## src/rtl/wave_capture.sv

```systemverilog
// Armed/triggered waveform capture buffer with registered, read-before-write readout.
// Optional second read port at rd_addr+OFFSET when WAVE_CAPTURE_DUAL_READ_EN is defined.
module wave_capture #(
  parameter int unsigned ADDRESS_WIDTH = 8,
  parameter int unsigned DATA_WIDTH    = 8,
  parameter int unsigned OFFSET        = 100
) (
  input  logic                     clk,
  input  logic                     rst_n,
  input  logic [DATA_WIDTH-1:0]    din,
  input  logic                     din_valid,
  input  logic                     arm,
  input  logic                     trigger,
  input  logic [ADDRESS_WIDTH-1:0] rd_addr,
  output logic [DATA_WIDTH-1:0]    dout,
`ifdef WAVE_CAPTURE_DUAL_READ_EN
  output logic [DATA_WIDTH-1:0]    dout2,
`endif
  output logic [ADDRESS_WIDTH:0]   wr_count,
  output logic                     busy,
  output logic                     done
);

  localparam int unsigned DEPTH = 1 << ADDRESS_WIDTH;
  localparam int unsigned CW    = ADDRESS_WIDTH + 1;

  typedef enum logic [1:0] {
    IDLE    = 2'd0,
    ARMED   = 2'd1,
    CAPTURE = 2'd2,
    DONE    = 2'd3
  } state_t;

  state_t              state;
  state_t              state_nxt;
  logic [CW-1:0]       wr_count_nxt;
  logic                wr_en_c;
  logic [DATA_WIDTH-1:0] mem [DEPTH];

  // State and sample-count registers
  always_ff @(posedge clk or negedge rst_n) begin
    if (!rst_n) begin
      state    <= IDLE;
      wr_count <= '0;
    end else begin
      state    <= state_nxt;
      wr_count <= wr_count_nxt;
    end
  end

  // Next-state, count and write-enable decode; the filling write ends the capture
  always_comb begin
    state_nxt    = state;
    wr_count_nxt = wr_count;
    wr_en_c      = 1'b0;
    case (state)
      IDLE, DONE: begin
        if (arm) begin
          state_nxt    = ARMED;
          wr_count_nxt = '0;
        end
      end
      ARMED: begin
        if (trigger) begin
          state_nxt = CAPTURE;
          wr_en_c   = din_valid;
        end
      end
      CAPTURE: wr_en_c = din_valid;
      default: state_nxt = IDLE;
    endcase
    if (wr_en_c) begin
      wr_count_nxt = wr_count + CW'(1);
      if (wr_count_nxt == CW'(DEPTH)) begin
        state_nxt = DONE;
      end
    end
  end

  assign busy = (state == ARMED) || (state == CAPTURE);
  assign done = (state == DONE);

  // Sample storage is deliberately left out of reset
  always_ff @(posedge clk) begin
    if (wr_en_c) begin
      mem[wr_count[ADDRESS_WIDTH-1:0]] <= din;
    end
  end

  always_ff @(posedge clk or negedge rst_n) begin
    if (!rst_n) begin
      dout <= '0;
    end else begin
      dout <= mem[rd_addr];
    end
  end

`ifdef WAVE_CAPTURE_DUAL_READ_EN
  logic [ADDRESS_WIDTH-1:0] rd_addr2_c;

  assign rd_addr2_c = rd_addr + ADDRESS_WIDTH'(OFFSET);

  always_ff @(posedge clk or negedge rst_n) begin
    if (!rst_n) begin
      dout2 <= '0;
    end else begin
      dout2 <= mem[rd_addr2_c];
    end
  end
`else
  // OFFSET only matters for the second read port
  logic unused_offset;
  assign unused_offset = ^OFFSET;
`endif

endmodule
```

## config.mk

```make
export PLATFORM = sky130hd
export DESIGN_NAME = wave_capture
export DESIGN_NICKNAME = d
export VERILOG_FILES = /design/src/rtl/wave_capture.sv
export SDC_FILE = /design/constraint.sdc
export NUM_CORES = 2
export LEC_CHECK = 0
export BUFFER_PORTS_ARGS = -buffer_cell sky130_fd_sc_hd__buf_2
export CAP_MARGIN = 10
export CORE_UTILIZATION = 35
export CTS_CLUSTER_SIZE = 30
export DETAILED_ROUTE_END_ITERATION = 7
export GPL_TIMING_DRIVEN = 0
export PLACE_DENSITY = 0.58
export RECOVER_POWER = 25
export SKIP_LAST_GASP = 1
export SYNTH_ARGS = -nofsm -noshare
export SYNTH_HDL_FRONTEND = slang
export SYNTH_SLANG_ARGS = --single-unit
```

## constraint.sdc

```tcl
create_clock -name clk -period 5.65 [get_ports clk]
set_clock_uncertainty 0.05 [all_clocks]
set_input_delay 0 -clock clk [delete_from_list [all_inputs] [get_ports clk]]
set_output_delay 0 -clock clk [all_outputs]
set_load 0.1 [all_outputs]
```

### After elaboration in Yosys (flattened, before gate mapping)

Memories as Yosys holds them, arrays and structs flattened. A register that Yosys moved wholly into a read port is not among the register bits.
Index checks and enable logic that the tools add are counted.

* add/subtract/negate cells: 1
* eq/ne operators: 4
* muxes and demuxes: 12
* reduce and logical (&&, ||, !) cells: 7

Operators with widths (number)
* $mux 9: 3
* $add 9x1->9 const B: 1
* $eq 9x9->1 const B: 1
* $mux 2: 4
* $eq 2x2->1 const B: 2
* $pmux 2 s2: 1
* $reduce_bool 2->1: 2
* $mux 1: 3
* $eq 2x1->1 const B: 1
* $logic_not 2->1: 1
* $pmux 1 s2: 1
* $reduce_and 2->1: 1
* $reduce_or 2->1: 1
* $logic_not 1->1: 1
* $logic_or 1x1->1: 1

* flip-flop bits (word level): 11
* bits in writable memories: 2048
* bits of input ports: 21
* logic and storage cells: 27
* memories kept: 1

Memory list
* mem: words 256, width 8, read ports 1, clocked after memory_dff 1, write ports 1, line 38 `logic [DATA_WIDTH-1:0] mem [DEPTH];`

### Longest topological paths before layout

* word-level depth: 5
* mapped depth: 11
* gate-level depth less buffers: 7

### Worst setup path after synthesis

Ideal clock, no wire load.

* path kind: register to register
* start: register wr_count[0]
* end: memory mem[119][0] (enable)
* arrival time: 2.881 ns
* data required time: 5.230 ns
* setup slack: 2.349 ns
* stages on the path, launching flop included: 9
* buffers on the path: 3
* period minus slack after synthesis: 3.301 ns
* path through: dfrtp_1 -> ha_1 -> clkbuf_1 -> nand2_1 -> or2_2 -> clkbuf_1 -> or2_2 -> clkbuf_1 -> nor2_1

RTL lines
* start: declaration: line 19 `output logic [ADDRESS_WIDTH:0] wr_count,`
* start signal: assignment: line 47 `wr_count <= wr_count_nxt;`
* end: declaration: line 38

No word-level cell before the write port.

### Worst setup path after layout

* start: register state[0]
* end: memory mem[54][2] (enable)

* word-level cells in the longest chain between the ends: 4
* elaborated cells between the ends (all ways): 5

Ends and longest elaborated chain
* start: declaration: line 34 `state_t state;`
* start signal: assignment: line 46 `state <= state_nxt;`
* $eq 2x2->1 or $eq 2x1->1 (tied branches): line 56 `case (state)`
* $pmux 1 s2 (*): line 56
* $mux 1 (*): line 85 `if (wr_en_c) begin`
* $mux 1 (not written as such) (*): line 86 `mem[wr_count[ADDRESS_WIDTH-1:0]] <= din;`

Every way passes the cells marked *; elsewhere a longest branch is shown, timed or not.

==> flow_summary_export.csv <==
group,metric,value,unit
final_layout,multi_input_area,17000,um^2
clock_network,cts_root_buf,"clkbuf_16",
status,run_status,"complete, but fails checks",
power_and_ir_drop,p_sw_frac,0.233,
setup_path,startpoint_type,"flop",
yosys,avgSynthCellArea,20.8,um^2
setup_path,path_class,"flop to flop",
timing,timing.fmax,196,MHz
setup_path,reg2reg_to,"mem[54][2]",
timing,rsz0062_at_grt,"false",
timing,max_slew.worst_pin.slew,5770,ps
timing,setup_viol,0,
setup_path,end_kind,"flop",
yosys,synthFlopType,"edfxtp_1",
die,core_area,228000,um^2
setup_path,path_cells,"inv_1 > ha_1 > nor3b_1 > clkbuf_1 > buf_1 > nand3_1 > nor2_1",
clock_network,clk_pin_slew,60,ps
clock_network,clock-sinks,2067,
setup_path,r2r-start,"state[0]",
placement,place_area,85000,um^2
final_layout,layout.nets,4180,
final_layout,num-fill-cells,20000,
drt,vias_per_cell,5.92,
final_layout,regArea,62000,um^2
drt,drt-wirelength-per-cell,36.5,um
power_and_ir_drop,irDropWorstVdd,284,uV
drt,vias,43400,
min_path,min_to,"state[1]",
setup_path,reg2regPathDepth,7,
timing,setup_slack,556,ps
clock_network,clk_latency,850,ps
yosys,ys_ff_latch,2067,
global_routing,grt_pass1_vias,41500,
power_and_ir_drop,p_leak,0.0281,uW
power_and_ir_drop,p_seq_frac,0.523,
timing,max_slew_margin,-2.85,
drt,highest_layer,"met5",
placement,hpwlAfterDp,177000,um
flow_run,cap_violations,9,
clock_network,cts-buffers-inserted,204,
die,num_rows,175,
yosys,synth_area_leader_cell,"edfxtp_1",
timing,period_share,0.902,
timing,period_minus_slack,5090,ps
drt,drt-met1-wl,103000,um
final_layout,area.growth.synth_to_final,13.6,%
placement,place_ws,538,ps
yosys,syn_nets,3895,
setup_path,cp.arrival,5510,ps
yosys,netlist_instances,3866,
drt,wl_met3,27600,um
drt,initialDrtViolationCount,6664,
min_path,hold_path.class,"input pin to flop",
die,dieArea,232000,um^2
die,fp.dieH,481,um
power_and_ir_drop,power_density,355,nW/um^2
setup_path,slowest_delay,1300,ps
global_routing,grt_usage,0.228,
clock_network,postCtsSetupBuffers,0,
timing,hold_viol,0,
global_routing,overflow,0,
yosys,netlist_area,80500,um^2
min_path,holdPathStages,6,
timing,setup_tns,0,ps
clock_network,cts-resized-gates,0,
die,io_pins,40,
placement,dp_cells,6935,
setup_path,worst_ep_required_time,6070,ps
final_layout,drive_above_1_share,0.208,
power_and_ir_drop,p_switching,7560,uW
setup_path,ff2ff_setup_slack,560,ps
yosys,synth_edf_count,2048,
final_layout,most-common-layout-cells,"edfxtp_1, mux4_2, nor2_1",
die,die_x,481,um
yosys,ys_types,59,
timing,maxSlewViolCount,951,
drt,drc,0,
clock_network,h-tree-depth,4,
global_routing,grt_first_pass_wirelength,356000,um
drt,drt_wl_total,268000,um
final_layout,final_cells,7336,
final_layout,final_area,91400,um^2
drt,met2_length,123000,um
drt,postRouteAntennaNets,0,
yosys,yosysWarnings,0,
status,violations,"max-capacitance violations, max-slew violations",
setup_path,cp_top_family,"simple AND/OR/NAND/NOR gates",
yosys,synth.area.top_cells,"edfxtp_1, mux4_2, mux2i_1",
final_layout,mostFrequentLayoutCell,"edfxtp_1",
global_routing,grt_max_degree,159,
setup_path,cpMaxStageDelayCell,"nor2_1",
placement,gp_congestion,0.932,
yosys,async_flop_share,0.00919,
clock_network,cts_tree,"done",
global_routing,antenna_found_initial,14,
yosys,synth_top_area_frac,0.764,
setup_path,crit_fanout,10,
setup_path,worst-path-buf-inv,3,
min_path,hp-start,"trigger",
die,start_util,0.353,
power_and_ir_drop,power_frac_comb,0.072,
placement,io_buffers,37,
drt,firstDrtPassIters,8,
clock_network,clock_path_buffers,3,
power_and_ir_drop,power_frac_clock,0.406,
power_and_ir_drop,p_int,24900,uW
timing,whs,86.4,ps
yosys,seq_area_frac_synth,0.770,
-- power groups by stage --
| stage | Clock (uW) | Sequential, uW | Combinational (uW) |
|---|---|---|---|
| floorplan | 0 | 17400 | 992 |
| global placement | 0 | 17300 | 2210 |
| detailed placement | 0 | 17200 | 2260 |
| CTS | 13200 | 16900 | 2280 |
| global route | 13800 | 17000 | 2340 |
| finish | 13200 | 17000 | 2320 |
-- logic make-up (layout without fill, tap and decap cells) --
kind of cell	after synthesis	in the layout	share of synthesized area
adder cells (fa/ha/maj)	8	8	0.00124
AND/OR/NAND/NOR	497	497	0.0277
buffers and inverters	236	689	0.0190
other	0	8	0
flip-flops	2067	2067	0.770
AO/OA/AOI/OAI	442	442	0.0378
XOR/XNOR	3	3	0.000327
multiplexers	613	613	0.144
-- how the worst max path moves through the flow --
stage,to,cells after the start,slack [ps],startpoint
6_report,mem[54][2],7,560,state[0]
5_1_grt,mem[155][7],2,420,din[7]
4_1_cts,mem[54][2],7,840,state[0]
3_5_place_dp,dout[4],9,540,rd_addr[2]
3_3_place_gp,dout[0],9,440,rd_addr[2]
2_1_floorplan,mem[119][0],8,2350,wr_count[0]
-- cells in the mapped netlist, types with 36 or more instances --
cell,number
a21oi_1,101
a22oi_1,158
buf_2,51
clkbuf_1,82
edfxtp_1,2048
mux2i_1,178
mux4_2,417
nand2_1,59
nand3_1,48
nor2_1,280
o21ai_0,36
o221ai_1,36
-- layer usage --
| layer | vias up | global-route usage |
|---|---|---|
| met1 | 23400 | 0.304 |
| met5 | - | 0 |
| met2 | 2699 | 0.351 |
| met3 | 536 | 0.0540 |
| li1 | 16800 | - |
| met4 | 4 | 0.112 |
-- stage by stage --
step | utilization | total power, uW
after global routing | 0.401 | 33000
after CTS | 0.401 | 32400
after floorplan | - | 18300
final | 0.401 | 32400
after detailed placement | 0.373 | 19500
after global placement | 0.370 | 19500
-- what timing repair did --
action                                 in CTS  in global routing
setup endpoints to repair                   0                  0
hold buffers                               15                  0
endpoints found under the hold margin     970                  0
-- cell type report --
class / count / share of cell area
tap: 3009 / 0.0412
sequential: 2067 / 0.678
inverter: 12 / 0.000493
clock buffer: 280 / 0.0615
timing repair buffer: 79 / 0.00922
antenna: 8 / 0.000219
clock inverter: 94 / 0.00770
buffer: 224 / 0.0163
multi-input combinational: 1563 / 0.186
-- tightest hold or removal path, stage by stage --
cell and delay (ps):
dlygate4sd3_1 520, buf_2 110, inv_1 50, nor2_1 90, o21ai_0 80, nand3_1 90
-- flip-flops by register name, summed over array words and instances (netlist names) --
| signal | flops |
|---|---|
| wr_count | 9 |
| mem | 2048 |
| dout | 8 |
| state | 2 |
No activity file was read; power rests on OpenSTA's default activity.
